File: config.mk
export PLATFORM = sky130hd
export DESIGN_NAME = board_renderer
export DESIGN_NICKNAME = d
export VERILOG_FILES = /design/src/rtl/board_pkg.sv /design/src/rtl/board_map.sv /design/src/rtl/board_renderer.sv
export SDC_FILE = /design/constraint.sdc
export NUM_CORES = 1
export LEC_CHECK = 0
export CAP_MARGIN = 10
export CORE_UTILIZATION = 51
export DETAILED_ROUTE_END_ITERATION = 12
export PLACE_DENSITY = 0.83
export SLEW_MARGIN = 40
export SYNTH_ARGS = -nofsm -noshare
export SYNTH_HDL_FRONTEND = slang
export SYNTH_SLANG_ARGS = --single-unit
File: constraint.sdc
create_clock -name clk -period 3.36 [get_ports clk]
set_clock_uncertainty 0.15 [all_clocks]
set_input_delay 0.336 -clock clk [delete_from_list [all_inputs] [get_ports clk]]
set_output_delay 0.336 -clock clk [all_outputs]
set_load 0.03 [all_outputs]
File: src/rtl/board_pkg.sv
// board_pkg: shared constants, tile codes and clear-FSM state type for the
// board renderer. Also holds the helper that maps a sub-cell position inside
// a cell to the bit position in the tile ROM's 3x3 pattern.
package board_pkg;

   localparam int COLS       = 8;             // board columns
   localparam int ROWS       = 5;             // board rows
   localparam int TILE_W     = 9;             // 3x3 pattern width from the tile ROM
   localparam int TILE_IDX_W = 3;             // tile code width
   localparam int CELL_SUB   = 3;             // sub-cells per cell edge
   localparam int CELLS      = ROWS * COLS;   // map entries
   localparam int PTR_W      = 6;             // linear map address width

   localparam logic [TILE_IDX_W-1:0] TILE_EMPTY = 3'd0;
   localparam logic [TILE_IDX_W-1:0] TILE_CROSS = 3'd1;
   localparam logic [TILE_IDX_W-1:0] TILE_VERT  = 3'd2;
   localparam logic [TILE_IDX_W-1:0] TILE_HORZ  = 3'd3;
   localparam logic [TILE_IDX_W-1:0] TILE_NE    = 3'd4;
   localparam logic [TILE_IDX_W-1:0] TILE_NW    = 3'd5;
   localparam logic [TILE_IDX_W-1:0] TILE_SW    = 3'd6;
   localparam logic [TILE_IDX_W-1:0] TILE_SE    = 3'd7;

   typedef enum logic [0:0] {
      CLR_IDLE = 1'b0,
      CLR_RUN  = 1'b1
   } clr_state_e;

   // Pattern bit for a sub-cell: bit 8 is top-left, row-major order.
   function automatic logic [3:0] pat_sel(input logic [1:0] sub_x,
                                          input logic [1:0] sub_y);
      return 4'(TILE_W - 1) - (4'd3 * {2'b00, sub_y} + {2'b00, sub_x});
   endfunction

endpackage

File: src/rtl/board_map.sv
// board_map: ROWS x COLS tile map with a single write port, a combinational
// read port addressed by (row, col), and a clear FSM that zeroes one entry
// per cycle.
// Ports:
//   clk, rst_n           clock, synchronous active-low reset (zeroes the map)
//   wr_en/wr_col/wr_row/wr_tile  write request, out-of-range ignored
//   clr                  start a full-board clear (ignored while busy)
//   busy                 clear in progress
//   rd_col/rd_row        read address, rd_tile is the stored code
module board_map
   import board_pkg::*;
(
   input  logic                  clk,
   input  logic                  rst_n,
   input  logic                  wr_en,
   input  logic [2:0]            wr_col,
   input  logic [2:0]            wr_row,
   input  logic [TILE_IDX_W-1:0] wr_tile,
   input  logic                  clr,
   output logic                  busy,
   input  logic [2:0]            rd_col,
   input  logic [2:0]            rd_row,
   output logic [TILE_IDX_W-1:0] rd_tile
);

   logic [TILE_IDX_W-1:0] map_q [CELLS];
   clr_state_e            state_q, state_d;
   logic [PTR_W-1:0]      ptr_q, ptr_d;
   logic                  busy_q, busy_d;

   logic                  wr_hit_s, rd_ok_s;
   logic [PTR_W-1:0]      wr_addr_s, rd_addr_s;

   // Address decode and range qualification for both ports.
   always_comb begin
      wr_addr_s = PTR_W'(wr_row) * PTR_W'(COLS) + PTR_W'(wr_col);
      rd_addr_s = PTR_W'(rd_row) * PTR_W'(COLS) + PTR_W'(rd_col);
      wr_hit_s  = wr_en && ({1'b0, wr_col} < 4'(COLS)) && ({1'b0, wr_row} < 4'(ROWS));
      rd_ok_s   = ({1'b0, rd_col} < 4'(COLS)) && ({1'b0, rd_row} < 4'(ROWS));
   end

   // Combinational read; S2 therefore sees the value stored before this edge.
   always_comb begin
      rd_tile = TILE_EMPTY;
      if (rd_ok_s) begin
         rd_tile = map_q[rd_addr_s];
      end else begin
         rd_tile = TILE_EMPTY;
      end
   end

   // Clear FSM next state: walk ptr over every entry once, then return.
   always_comb begin
      state_d = state_q;
      ptr_d   = ptr_q;
      case (state_q)
         CLR_IDLE: begin
            if (clr) begin
               state_d = CLR_RUN;
               ptr_d   = 6'd0;
            end else begin
               state_d = CLR_IDLE;
            end
         end
         CLR_RUN: begin
            if (ptr_q == PTR_W'(CELLS - 1)) begin
               state_d = CLR_IDLE;
               ptr_d   = 6'd0;
            end else begin
               ptr_d   = ptr_q + 6'd1;
            end
         end
         default: begin
            state_d = CLR_IDLE;
            ptr_d   = 6'd0;
         end
      endcase
      busy_d = (state_d == CLR_RUN);
   end

   // FSM state registers.
   always_ff @(posedge clk) begin
      if (!rst_n) begin
         state_q <= CLR_IDLE;
         ptr_q   <= 6'd0;
         busy_q  <= 1'b0;
      end else begin
         state_q <= state_d;
         ptr_q   <= ptr_d;
         busy_q  <= busy_d;
      end
   end

   // Map storage: clearing takes priority and locks out host writes.
   always_ff @(posedge clk) begin
      if (!rst_n) begin
         for (int i = 0; i < CELLS; i++) begin
            map_q[i] <= TILE_EMPTY;
         end
      end else if (state_q == CLR_RUN) begin
         map_q[ptr_q] <= TILE_EMPTY;
      end else if (wr_hit_s) begin
         map_q[wr_addr_s] <= wr_tile;
      end
   end

   assign busy = busy_q;

endmodule

File: src/rtl/board_renderer.sv
// board_renderer: per-pixel tile renderer feeding an external 3-bit tile ROM.
// Pipeline: S1 (edge t) board hit + cell/sub-cell decode, S2 (t+1) tile_index
// from the map, ROM registers at t+2, S3 (t+3) pattern bit select. Latency from
// pixel_x/pixel_y/video_on to pixel_on/pixel_valid is a fixed 3 clocks.
// Optional macro BOARD_RENDERER_CURSOR_EN adds cur_col/cur_row; pixels of the
// cursor cell are rendered inverted.
// Ports:
//   clk, rst_n                 clock, synchronous active-low reset
//   pixel_x, pixel_y, video_on  VGA timing inputs
//   wr_en, wr_col, wr_row, wr_tile, clr, busy   map write / clear interface
//   tile_index -> ROM, tile_bits <- ROM (valid one cycle after tile_index)
//   pixel_on, pixel_valid      rendered pixel and its in-board flag
module board_renderer
   import board_pkg::*;
#(
   parameter int SUB_SHIFT = 3,
   parameter int X0        = 64,
   parameter int Y0        = 60
) (
   input  logic                  clk,
   input  logic                  rst_n,
   input  logic [9:0]            pixel_x,
   input  logic [9:0]            pixel_y,
   input  logic                  video_on,
   input  logic                  wr_en,
   input  logic [2:0]            wr_col,
   input  logic [2:0]            wr_row,
   input  logic [TILE_IDX_W-1:0] wr_tile,
`ifdef BOARD_RENDERER_CURSOR_EN
   input  logic [2:0]            cur_col,
   input  logic [2:0]            cur_row,
`endif
   input  logic                  clr,
   output logic                  busy,
   output logic [TILE_IDX_W-1:0] tile_index,
   input  logic [TILE_W-1:0]     tile_bits,
   output logic                  pixel_on,
   output logic                  pixel_valid
);

   localparam int         SX_W   = 10 - SUB_SHIFT;
   localparam int         CELL_PX = CELL_SUB * (1 << SUB_SHIFT);
   localparam logic [9:0] X_LO   = 10'(X0);
   localparam logic [9:0] X_HI   = 10'(X0 + CELL_PX * COLS);
   localparam logic [9:0] Y_LO   = 10'(Y0);
   localparam logic [9:0] Y_HI   = 10'(Y0 + CELL_PX * ROWS);

   // S1 decode
   logic [9:0]      dx_s, dy_s;
   logic [SX_W-1:0] sx_s, sy_s;
   logic            s1_vld_d, s1_cur_d;
   logic [2:0]      s1_col_d, s1_row_d;
   logic [1:0]      s1_subx_d, s1_suby_d;

   // pipeline registers
   logic            s1_vld_q, s1_cur_q;
   logic [2:0]      s1_col_q, s1_row_q;
   logic [1:0]      s1_subx_q, s1_suby_q;
   logic            s2_vld_q, s2_cur_q;
   logic [1:0]      s2_subx_q, s2_suby_q;
   logic            rom_vld_q, rom_cur_q;
   logic [1:0]      rom_subx_q, rom_suby_q;
   logic [TILE_IDX_W-1:0] tile_index_q, tile_index_d;
   logic            pixel_on_q, pixel_on_d;
   logic            pixel_valid_q;

   logic [TILE_IDX_W-1:0] rd_tile_s;
   logic [3:0]            sel_s;

   board_map u_map (
      .clk     (clk),
      .rst_n   (rst_n),
      .wr_en   (wr_en),
      .wr_col  (wr_col),
      .wr_row  (wr_row),
      .wr_tile (wr_tile),
      .clr     (clr),
      .busy    (busy),
      .rd_col  (s1_col_q),
      .rd_row  (s1_row_q),
      .rd_tile (rd_tile_s)
   );

   // S1: board hit test and cell / sub-cell split of the pixel position.
   always_comb begin
      dx_s      = pixel_x - X_LO;
      dy_s      = pixel_y - Y_LO;
      s1_vld_d  = video_on && (pixel_x >= X_LO) && (pixel_x < X_HI)
                  && (pixel_y >= Y_LO) && (pixel_y < Y_HI);
      sx_s      = SX_W'(dx_s >> SUB_SHIFT);
      sy_s      = SX_W'(dy_s >> SUB_SHIFT);
      s1_col_d  = 3'(sx_s / SX_W'(CELL_SUB));
      s1_row_d  = 3'(sy_s / SX_W'(CELL_SUB));
      s1_subx_d = 2'(sx_s % SX_W'(CELL_SUB));
      s1_suby_d = 2'(sy_s % SX_W'(CELL_SUB));
`ifdef BOARD_RENDERER_CURSOR_EN
      s1_cur_d  = s1_vld_d && (s1_col_d == cur_col) && (s1_row_d == cur_row);
`else
      s1_cur_d  = 1'b0;
`endif
   end

   // S2 tile lookup and S3 pattern bit select.
   always_comb begin
      tile_index_d = TILE_EMPTY;
      if (s1_vld_q) begin
         tile_index_d = rd_tile_s;
      end else begin
         tile_index_d = TILE_EMPTY;
      end
      sel_s      = pat_sel(rom_subx_q, rom_suby_q);
      pixel_on_d = rom_vld_q && (tile_bits[sel_s] ^ rom_cur_q);
   end

   // Pipeline registers; the rom_* stage waits out the ROM's register.
   always_ff @(posedge clk) begin
      if (!rst_n) begin
         s1_vld_q      <= 1'b0;
         s1_cur_q      <= 1'b0;
         s1_col_q      <= 3'd0;
         s1_row_q      <= 3'd0;
         s1_subx_q     <= 2'd0;
         s1_suby_q     <= 2'd0;
         s2_vld_q      <= 1'b0;
         s2_cur_q      <= 1'b0;
         s2_subx_q     <= 2'd0;
         s2_suby_q     <= 2'd0;
         rom_vld_q     <= 1'b0;
         rom_cur_q     <= 1'b0;
         rom_subx_q    <= 2'd0;
         rom_suby_q    <= 2'd0;
         tile_index_q  <= TILE_EMPTY;
         pixel_on_q    <= 1'b0;
         pixel_valid_q <= 1'b0;
      end else begin
         s1_vld_q      <= s1_vld_d;
         s1_cur_q      <= s1_cur_d;
         s1_col_q      <= s1_col_d;
         s1_row_q      <= s1_row_d;
         s1_subx_q     <= s1_subx_d;
         s1_suby_q     <= s1_suby_d;
         s2_vld_q      <= s1_vld_q;
         s2_cur_q      <= s1_cur_q;
         s2_subx_q     <= s1_subx_q;
         s2_suby_q     <= s1_suby_q;
         rom_vld_q     <= s2_vld_q;
         rom_cur_q     <= s2_cur_q;
         rom_subx_q    <= s2_subx_q;
         rom_suby_q    <= s2_suby_q;
         tile_index_q  <= tile_index_d;
         pixel_on_q    <= pixel_on_d;
         pixel_valid_q <= rom_vld_q;
      end
   end

   assign tile_index  = tile_index_q;
   assign pixel_on    = pixel_on_q;
   assign pixel_valid = pixel_valid_q;

endmodule

==> results.toml <==
[run_status]
status = "complete, no violations"

[die]
core-area_sq_um = 15890
initial_core_util = 0.5208
die_x_um = 129.4
dieArea_sq_um = 16740
die_height_um = 129.4
ios = 49
rows = 46

[cells_and_area]
drive_gt1_frac = 0.2135
antenna_cells = 0
area_growth_pct = 22.13
fin_nets = 922
fillCellCount = 1235

[power]
p_leak_nw = 3.663
powerDensity_nw_per_um2 = 495.7
power_switching_mw = 1.219
peakVddDrop_v = 0.0003530
cellInternalPower_mw = 3.789
power_mw = 5.008
p_comb_frac = 0.164
power.share.switching = 0.2435
p_seq_frac = 0.435
p_clk_frac = 0.402

[placement]
io_buffers = 46
post-dp-hpwl_um = 13220
gp_congestion = 0.9179

[synth]
synth.avg_cell_area_sq_um = 10.70
synth_warnings = 0
synth_common_cells = "nor2_1, edfxtp_1, nand2_1"
synth_enable_flop_cells = 120
synth-seq-cells = 153
ys_types = 74
syn_nets = 832
synth_area_sq_um = 8273
yosys.cell_count.top_type = "nor2_1"
yosysTopAreaCell = "edfxtp_1"
ys_seq_area_frac = 0.5154
synth.area.top_cells = "edfxtp_1, mux4_2, dfxtp_1"
async_flop_share = 0
synth_top_cell_area_share = 0.4356
synth_cells = 773
synth_ff_type = "edfxtp_1"

[job]
maxCapViolations = 0

[route]
ant_nets = 0
num_vias = 6443
firstDrtPassIters = 5
met2_length_um = 9982
met1Wirelength_um = 7649
avgRoutedWirePerCell_um = 18.04
vias_per_cell = 5.900
wirelength_um = 19700
wl_met3_um = 1448
drtIter0Drc = 466
top_layer = "met4"
drc = 0

[hold_path]
hold_end = "s1_vld_q"
holdPathStages = 3
hold_path_class = "primary input to flip-flop"
min_from = "pixel_x[8]"

[timing]
finalHoldViolations = 0
setup_viol = 0
clock.fmax_ghz = 0.3028
whs_ns = 0.1868
relSlewSlack = 0.5388
period_needed_ns = 3.303
fin_crit_sh = 0.9830
finalMaxSlewViolations = 0
tightest_slew_ns = 0.6918

[critical_path]
ff2ff_path_depth = 6
end_kind = "flip-flop"
rrSetupSlack_ns = 0.55
crit-reg2reg-launch = "u_map.state_q"
start_kind = "primary input"
cp.arrival_ns = 3.51
crit_path_max_fanout = 5
path_class = "primary input to flip-flop"
required_ns = 3.57
r2r_end = "u_map.map_q[20][2]"

[cts]
cts_tree = "done"
cts_num_sinks = 153
cts_max_level = 4
cts_buffer_depth = 2
numCtsBuffers = 17
insertion_delay_ns = 0.43
cts.clk_slew.worst_paths_ns = 0.06
cts_root_buf = "clkbuf_16"

[grt]
grt_usage = 0.2517
grt_pass1_vias = 6357
grt_overflow = 0
grt_pass1_wl_um = 31640
antenna_found_initial = 0
grt_max_degree = 59
[per-stage QoR]
stage	setup TNS, ns	cells	util	area (sq um)	setup slack (ns)
3_3_place_gp	-2.005	1046	0.5848	9289	-0.4409
5_1_grt	-0.02862	1092	0.6360	10100	-0.02862
4_1_cts	0	1092	0.6316	10030	0.04120
6_report	0	1092	0.6360	10100	0.05709
2_1_floorplan	0	773	-	8282	0.005558
3_5_place_dp	-2.389	1046	0.5848	9289	-0.5116
[worst max-delay path: stages]
cell and delay [ns]:
dlygate4sd2_1 0.25, inv_2 0.08, ha_2 0.23, nand2b_1 0.13
a21oi_2 0.04, o21ai_1 0.17, nand2_1 0.11, buf_4 0.15
buf_4 0.12, buf_4 0.12, buf_4 0.12, buf_4 0.12
buf_4 0.12, buf_4 0.13, buf_4 0.14, buf_4 0.13
buf_4 0.12, buf_4 0.12, buf_4 0.12, buf_4 0.12
buf_4 0.13, o21ai_2 0.17, a222oi_1 0.09, a21oi_1 0.14
[sequential cells by signal (all words and copies together), names as in the netlist, 3 cells and up]
register / flops
u_map.ptr_q: 6
tile_index: 3
u_map.map_q: 120
s1_row_q: 3
s1_col_q: 3
[how the worst max path moves through the flow]
stage	to	startpoint	depth (start not counted)	slack, ns
2_1_floorplan	s1_subx_q[0]	pixel_x[6]	16	0.006
3_3_place_gp	s1_subx_q[0]	pixel_x[6]	17	-0.44
3_5_place_dp	s1_subx_q[0]	pixel_x[6]	17	-0.51
4_1_cts	s1_suby_q[1]	pixel_y[2]	14	0.04
5_1_grt	s1_col_q[2]	pixel_x[7]	24	-0.03
6_report	s1_col_q[2]	pixel_x[7]	24	0.06
[metal layers]
layer,vias up,track usage
li1,3015,-
met1,3084,0.3037
met2,294,0.4352
met3,50,0.06028
met4,0,0.1003
met5,-,0
[power groups by stage]
stage / registers (mW) / logic, mW / clock network, mW
floorplan: 2.17 / 0.537 / 0
global placement: 2.21 / 0.746 / 0
detailed placement: 2.22 / 0.764 / 0
CTS: 2.18 / 0.795 / 2.03
global route: 2.19 / 0.884 / 2.11
finish: 2.18 / 0.819 / 2.01
[kinds of logic (layout without fill, tap and decap cells)]
group / after synthesis / in the layout / share of synthesized area
muxes: 52 / 52 / 0.1213
and+or+nand+nor: 327 / 327 / 0.1881
DFF: 153 / 153 / 0.5154
buffers and inverters: 84 / 187 / 0.04189
adders and majority gates: 16 / 16 / 0.02511
AOI/OAI and AO/OA: 137 / 137 / 0.1039
xor gates and xnor gates: 4 / 4 / 0.004235
[final cells by class]
cell class | count | area [sq um] | area share
flip-flops and latches | 153 | 4265 | 0.4222
multi-input cells | 536 | 3754 | 0.3715
repair buffers | 132 | 1106 | 0.1095
clock buffers | 17 | 425.4 | 0.04211
well taps | 216 | 270.3 | 0.02675
clock inverters | 15 | 196.4 | 0.01944
inverters | 23 | 86.33 | 0.008545
[placed cells by master (no fill, tap or decap), drive strengths merged, types with 18 or more instances in the layout]
cell type      Yosys  final
buf               15     87
mux4              38     38
inv               23     27
nor3              25     25
clkdlybuf4s50      0     40
clkbuf            46     18
dfxtp             33     33
a21oi             33     33
edfxtp           120    120
nand3             21     21
o21ai             52     52
nand2             49     49
nor2             151    151
[repair_timing]
item	4_1_cts	5_1_grt
setup buffers	14	0
pin swaps	4	2
hold buffers	0	0
resized for setup	6	20
setup endpoints to repair	1	6
No activity file was read; power rests on OpenSTA's default activity.
